<file path="src/rtl/dt_tick_sequencer.sv">
// dt_tick_sequencer: walks the theta iteration index across a frame line,
// issues one request at a time to the dt-tick pipeline and buffers the
// returned ticks in a first-word-fall-through FIFO for the pixel timing logic.
// Optional feature: define DT_TICK_SEQ_TIMEOUT_EN to abandon a request that
// gets no pipeline result within TIMEOUT_P cycles (sets sticky timeout_o).
module dt_tick_sequencer #(
    parameter int FRAME_COLUMNS_P = 360,
    parameter int FIFO_DEPTH_P    = 8,
    parameter int TIMEOUT_P       = 255
) (
    input  logic        clk_i,
    input  logic        nrst_i,
    input  logic        start_i,
    input  logic        stop_i,
    output logic        theta_iteration_valid_o,
    output logic [11:0] theta_iteration_o,
    input  logic        dt_Ticks_valid_i,
    input  logic [15:0] dt_Ticks_i,
    output logic        tick_valid_o,
    output logic [15:0] tick_data_o,
    output logic        tick_last_o,
    input  logic        tick_ready_i,
    output logic        busy_o,
    output logic        timeout_o
);

    localparam int PTR_W = (FIFO_DEPTH_P > 1) ? $clog2(FIFO_DEPTH_P) : 1;
    localparam int CNT_W = PTR_W + 1;
    localparam logic [11:0]      LAST_INDEX = 12'(FRAME_COLUMNS_P - 1);
    localparam logic [CNT_W-1:0] DEPTH      = CNT_W'(FIFO_DEPTH_P);

    // Reject configurations the index, FIFO and timer widths cannot represent.
    if (FRAME_COLUMNS_P < 1 || FRAME_COLUMNS_P > 4096) begin : g_bad_columns
        $error("dt_tick_sequencer: FRAME_COLUMNS_P must be 1..4096");
    end
    if (FIFO_DEPTH_P < 2 || (FIFO_DEPTH_P & (FIFO_DEPTH_P - 1)) != 0) begin : g_bad_depth
        $error("dt_tick_sequencer: FIFO_DEPTH_P must be a power of two >= 2");
    end
    if (TIMEOUT_P < 1 || TIMEOUT_P > 65535) begin : g_bad_timeout
        $error("dt_tick_sequencer: TIMEOUT_P must be 1..65535");
    end

    typedef enum logic [1:0] {
        IDLE  = 2'd0,
        ISSUE = 2'd1,
        WAIT  = 2'd2
    } state_t;

    state_t           state, state_next;
    logic             stop_pending, stop_pending_next;
    logic [11:0]      index, index_next;
    logic             strobe_next;
    logic             timeout_next;
    logic             push, pop;
    logic             expired;
    logic [16:0]      entry;

    logic [16:0]      mem [FIFO_DEPTH_P];
    logic [PTR_W-1:0] wr_ptr, rd_ptr, rd_ptr_inc;
    logic [CNT_W-1:0] count, count_next;

    assign theta_iteration_o = index;
    assign entry      = {index == LAST_INDEX, dt_Ticks_i};
    assign pop        = tick_valid_o & tick_ready_i;
    assign rd_ptr_inc = rd_ptr + PTR_W'(1);

`ifdef DT_TICK_SEQ_TIMEOUT_EN
    logic [15:0] wait_count;

    // Count cycles spent in WAIT; held at zero elsewhere so each request starts fresh.
    always_ff @(posedge clk_i or negedge nrst_i) begin
        if (!nrst_i)              wait_count <= '0;
        else if (state != WAIT)   wait_count <= '0;
        else                      wait_count <= wait_count + 16'd1;
    end

    assign expired = (wait_count == 16'(TIMEOUT_P - 1));
`else
    assign expired = 1'b0;
`endif

    // Next-state, request strobe, push and index sequencing.
    always_comb begin
        state_next        = state;
        stop_pending_next = stop_pending;
        index_next        = index;
        strobe_next       = 1'b0;
        timeout_next      = timeout_o;
        push              = 1'b0;
        case (state)
            IDLE: begin
                index_next = '0;
                if (start_i) begin
                    state_next   = ISSUE;
                    timeout_next = 1'b0;
                end
            end
            ISSUE: begin
                if (stop_pending || stop_i) begin
                    state_next = IDLE;
                end else if (count < DEPTH) begin
                    strobe_next = 1'b1;
                    state_next  = WAIT;
                end
            end
            WAIT: begin
                if (stop_i) stop_pending_next = 1'b1;
                if (dt_Ticks_valid_i) begin
                    push       = 1'b1;
                    index_next = (index == LAST_INDEX) ? 12'd0 : index + 12'd1;
                    state_next = (stop_pending || stop_i) ? IDLE : ISSUE;
                end else if (expired) begin
                    timeout_next = 1'b1;
                    state_next   = IDLE;
                end
            end
            default: state_next = IDLE;
        endcase
        if (state_next == IDLE) stop_pending_next = 1'b0;
    end

    // State register plus the registered strobe, busy and timeout outputs.
    always_ff @(posedge clk_i or negedge nrst_i) begin
        if (!nrst_i) begin
            state                   <= IDLE;
            stop_pending            <= 1'b0;
            index                   <= '0;
            theta_iteration_valid_o <= 1'b0;
            busy_o                  <= 1'b0;
            timeout_o               <= 1'b0;
        end else begin
            state                   <= state_next;
            stop_pending            <= stop_pending_next;
            index                   <= index_next;
            theta_iteration_valid_o <= strobe_next;
            busy_o                  <= (state_next != IDLE);
            timeout_o               <= timeout_next;
        end
    end

    // FIFO occupancy after this cycle's push and pop.
    always_comb begin
        count_next = count;
        if (push && !pop)      count_next = count + CNT_W'(1);
        else if (!push && pop) count_next = count - CNT_W'(1);
    end

    // FIFO storage; no reset needed because occupancy gates every read.
    always_ff @(posedge clk_i) begin
        if (push) mem[wr_ptr] <= entry;
    end

    // FIFO pointers and the registered head presented to the consumer.
    always_ff @(posedge clk_i or negedge nrst_i) begin
        if (!nrst_i) begin
            wr_ptr       <= '0;
            rd_ptr       <= '0;
            count        <= '0;
            tick_valid_o <= 1'b0;
            tick_data_o  <= '0;
            tick_last_o  <= 1'b0;
        end else begin
            if (push) wr_ptr <= wr_ptr + PTR_W'(1);
            if (pop)  rd_ptr <= rd_ptr_inc;
            count        <= count_next;
            tick_valid_o <= (count_next != '0);
            if (push && (count == '0 || (count == CNT_W'(1) && pop))) begin
                {tick_last_o, tick_data_o} <= entry;
            end else if (pop) begin
                {tick_last_o, tick_data_o} <= mem[rd_ptr_inc];
            end
        end
    end

endmodule

</file>
<file path="config.mk">
export PLATFORM = sky130hd
export DESIGN_NAME = dt_tick_sequencer
export DESIGN_NICKNAME = d
export VERILOG_FILES = /design/src/rtl/dt_tick_sequencer.sv
export SDC_FILE = /design/constraint.sdc
export NUM_CORES = 1
export LEC_CHECK = 0
export ABC_AREA = 1
export ABC_CLOCK_PERIOD_IN_PS = 3150
export CAP_MARGIN = 40
export CELL_PAD_IN_SITES_DETAIL_PLACEMENT = 1
export CELL_PAD_IN_SITES_GLOBAL_PLACEMENT = 1
export CORE_MARGIN = 8
export CORE_UTILIZATION = 40
export CTS_CLUSTER_DIAMETER = 120
export CTS_CLUSTER_SIZE = 40
export DETAILED_ROUTE_END_ITERATION = 16
export GPL_TIMING_DRIVEN = 0
export PLACE_DENSITY_LB_ADDON = 0.12
export SLEW_MARGIN = 30
export SYNTH_ARGS = -nofsm -noshare
export SYNTH_HDL_FRONTEND = slang
export SYNTH_SLANG_ARGS = --single-unit
</file>
<file path="constraint.sdc">
create_clock -name clk_i -period 3.15 [get_ports clk_i]
set_clock_uncertainty 0.1 [all_clocks]
set_input_delay 0.4725 -clock clk_i [delete_from_list [all_inputs] [get_ports clk_i]]
set_output_delay 0.4725 -clock clk_i [all_outputs]
set_load 0.01 [all_outputs]
</file>
==> metrics.md <==
| Metric | Value |
|---|---|
| Result of the run | `finished, final reports clean` |
| Fraction of synthesis flops using an asynchronous set or reset pin | `0.249` |
| Clock Root Buffer | `sky130_fd_sc_hd__clkbuf_16` |
| Worst-case vdd ir drop | `0.000549 V` |
| Startpoint class of the critical path | `register` |
| Cell accounting for the most synthesized area | `sky130_fd_sc_hd__edfxtp_1` |
| Final routed DRC violation total | `0` |
| Global-route congestion overflow total | `0` |
| RSZ-0062 raised after global routing | `no` |
| Layout Nets | `801` |
| Number of stages on the worst setup path | `6` |
| Delay of the slowest cell on the worst path | `0.55 ns` |
| Reg-to-reg endpoint | `tick_data_o[5]$_DFFE_PN0P_` |
| Master of the slowest instance on the critical path | `sky130_fd_sc_hd__clkbuf_1` |
| Die Outline Area | `0.0242 sq mm` |
| Longest Clk Path Bufs | `2` |
| Horizontal extent of the die | `155 microns` |
| Maximum capacitance violations | `0` |
| Leakage power | `0.00339 uW` |
| Final hold vios | `0` |
| Post-CTS Resized | `0` |
| Area share of xor/xnor cells in the synthesized design | `0.00868` |
| Worst Max-Slew Pin Slew | `0.806 ns` |
| Clock input transition at the sequential cells of the worst setup and hold paths | `0.07 ns` |
| R2R cell count | `6` |
| Overall via count from detail_route | `5,512` |
| Clock period minus final worst setup slack | `2.45 ns` |
| Clock latency at the later pin of the worst-skew pair | `0.43 ns` |
| Initial DRT Pass Iterations | `4` |
| Cell Pwr Density | `908 mW/mm^2` |
| Starting DRT DRC Count | `328` |
| Count of port buffers added during placement | `53` |
| Residual antenna-violating net count after detailed routing | `0` |
| Inserted Diodes | `0` |
| Max Transition Viols Final | `0` |
| Wire length per cell after detailed routing | `20.7 microns` |
| Post-Synthesis Net Count | `725` |
| Initial Util | `0.404` |
| Critical path endpoint | `tick_data_o[5]$_DFFE_PN0P_` |
| Instance count of the mapped netlist | `697` |
| Hold Slack | `0.366 ns` |
| Layout Area Growth over Synthesis | `19.9%` |
| Data arrival time of the critical path | `2.66 ns` |
| Normalized max-slew margin | `0.463` |
| Fmax | `408 MHz` |
| Syn Std Cell Area | `0.00778 sq mm` |
| Clock buffers created by TritonCTS | `17` |
| Endpoint kind of the worst setup timing path | `register` |
| Kind of path behind the tightest hold check | `input port to asynchronous set/reset pin` |
| Total GRT Usage | `0.188` |
| Most used flip-flop cell after synthesis | `sky130_fd_sc_hd__edfxtp_1` |
| Number of antenna violations at the first check in global routing | `0` |
| Crit path buf inv count | `1` |
| Wire length of the first global-routing pass | `33,900 microns` |
| Number of H-tree levels | `4` |
| Share of layout cells above drive strength 1 | `0.0841` |
| Setup slack on the worst flop-to-flop path | `0.70 ns` |
| Simple-gate area share of the yosys netlist | `0.161` |
| Critical R2R Launch | `rd_ptr[0]$_DFFE_PN0P_` |
| Warning count from the yosys run | `0` |
| Main combinational cell family by area after synthesis | `simple AND/OR/NAND/NOR gates` |
| Final critical-path share of the clock period | `0.777` |
| Number of flip-flops and latches in the synthesized netlist | `181` |
| Core outline area | `0.0193 sq mm` |
| Final setup violation count | `0` |
| Setup total negative slack | `0 ns` |
| Multiplexer fraction of the synthesized cell area | `0` |
| Routability Congestion | `0.801` |
| DP HPWL | `14,500 microns` |
| Distinct cells, synth | `35` |
| Maximum number of pins on one net before global-route repair | `33` |
| Top-level port count | `55` |
| Sequential cell area in the final layout | `0.00521 sq mm` |
| Number of vias per cell after detailed routing | `5.25` |
| Number of global-route vias before repair | `5,920` |
| Adder-cell share of the synthesized area | `0.00965` |
| Number of synthesized flops with an enable pin | `136` |
| Vert. Die Dim | `155 microns` |
| Fill cells | `2,112` |
| CP max FO | `10` |
| CTS tree | `yes` |
| Area of the multi-input gates | `0.00231 sq mm` |
| Compound-Gate Fraction of Synth Area | `0.109` |
| Total wire length | `21,700 microns` |
| Share of the synthesized area in the top cell type | `0.525` |
| Required arrival time at the worst endpoint | `3.37 ns` |
| CTS sink count | `181` |
| Chain of cells forming the critical path | `ha_1 > xnor2_2 > clkbuf_1 > o211ai_1 > nand3_1 > nand2_1` |
| Gate family responsible for the most delay along the worst path | `buffers and inverters` |
| Avg Inst Size Synth | `11.2 sq um` |
| Main area contributors after synthesis | `sky130_fd_sc_hd__edfxtp_1, sky130_fd_sc_hd__dfrtp_1, sky130_fd_sc_hd__nor2_1` |
| Category of the critical setup timing path | `register to register` |
| Sequential element share of the synthesized area | `0.670` |
| Launch point of the critical path | `rd_ptr[0]$_DFFE_PN0P_` |
| Standard-cell rows | `51` |
==> synthesized netlist by cell type, drive strengths merged (10+ instances only) <==
| cell | instances |
|---|---|
| edfxtp | 136 |
| nor2 | 120 |
| nand2 | 93 |
| o21ai | 76 |
| nand3 | 62 |
| inv | 48 |
| dfrtp | 45 |
| o211ai | 32 |
| o21a | 16 |
| clkbuf | 15 |
| buf | 14 |
| a21oi | 10 |
==> flip-flops by register name, summed over array words and instances (netlist names) <==
name,flops
tick_valid_o,1
busy_o,1
stop_pending,1
count,4
tick_data_o,16
rd_ptr,3
theta_iteration_valid_o,1
theta_iteration_o,12
state,2
tick_last_o,1
mem,136
wr_ptr,3
==> logic make-up (layout without fill, tap and decap cells) <==
group                      count (synthesis)  after routing
and+or+nand+nor                          289            289
buffers and inverters                     77            165
xor gates and xnor gates                   6              6
AOI/OAI and AO/OA                        137            137
adders and majority gates                  6              6
other                                      1              1
DFF                                      181            181
==> layout make-up <==
class	instances	share of cell area
well taps	265	0.0356
clock buffers	20	0.0468
clock inverters	11	0.0119
inverters	48	0.0193
multi-input cells	439	0.248
flip-flops and latches	181	0.559
plain buffers	29	0.0154
repair buffers	57	0.0644
==> cells in the final DEF (no fill, tap or decap), types with 2 or more instances in the layout <==
master,n
sky130_fd_sc_hd__buf_2,10
sky130_fd_sc_hd__inv_1,45
sky130_fd_sc_hd__xor2_1,3
sky130_fd_sc_hd__o21a_1,16
sky130_fd_sc_hd__nand4_1,6
sky130_fd_sc_hd__nor2_4,9
sky130_fd_sc_hd__or2_2,2
sky130_fd_sc_hd__nor3_1,4
sky130_fd_sc_hd__ha_1,6
sky130_fd_sc_hd__nor2_1,110
sky130_fd_sc_hd__a21oi_4,2
sky130_fd_sc_hd__o211ai_1,32
sky130_fd_sc_hd__inv_2,3
sky130_fd_sc_hd__o22ai_1,2
sky130_fd_sc_hd__buf_4,4
sky130_fd_sc_hd__nand2_1,91
sky130_fd_sc_hd__nand3_1,61
sky130_fd_sc_hd__bufinv_16,2
sky130_fd_sc_hd__clkbuf_1,18
sky130_fd_sc_hd__edfxtp_1,136
sky130_fd_sc_hd__buf_8,2
sky130_fd_sc_hd__clkinv_1,4
sky130_fd_sc_hd__clkinvlp_4,3
sky130_fd_sc_hd__o21ai_0,75
sky130_fd_sc_hd__dfrtp_1,45
sky130_fd_sc_hd__clkdlybuf4s50_1,52
sky130_fd_sc_hd__a21oi_1,8
sky130_fd_sc_hd__clkbuf_16,17
==> per-stage QoR <==
stage	setup WS [ns]	power (uW)	cells	utilization	cell area, sq um
finish	0.702	8470	1050	0.484	9330
global route	0.528	9020	1050	0.484	9330
CTS	0.714	8590	1050	0.484	9330
detailed placement	0.281	6560	1018	0.455	8770
global placement	-0.550	6370	1015	0.448	8640
floorplan	0.900	5120	697	-	7780
==> report_power, final <==
group          total [uW]  switching [uW]  internal, uW
registers            2980             170          2810
clock network        2010             855          1150
logic                3480            2310          1180
total                8470            3330          5140
==> routing by layer <==
| layer | vias to the layer above | global-route usage | part of all wire |
|---|---|---|---|
| li1 | 2592 | - | - |
| met1 | 2772 | 0.233 | 0.44 |
| met2 | 121 | 0.319 | 0.49 |
| met3 | 27 | 0.0416 | 0.047 |
| met4 | 0 | 0.0661 | 0.023 |
| met5 | - | 0 | 0 |
==> worst min path at each step <==
stage	from	end	slack, ns
after floorplan	nrst_i	busy_o$_DFF_PN0_	0.08
after global placement	rd_ptr[1]$_DFFE_PN0P_	rd_ptr[1]$_DFFE_PN0P_	0.37
after detailed placement	nrst_i	tick_data_o[4]$_DFFE_PN0P_	0.27
after CTS	nrst_i	tick_data_o[8]$_DFFE_PN0P_	0.36
after global routing	nrst_i	tick_data_o[12]$_DFFE_PN0P_	0.38
final	nrst_i	tick_data_o[8]$_DFFE_PN0P_	0.37
==> what timing repair did <==
item / CTS / global route
hold endpoints to repair: 13 / 0
buffers inserted: 0 / 0
hold buffers: 1 / 0
No activity file was read; power rests on OpenSTA's default activity.
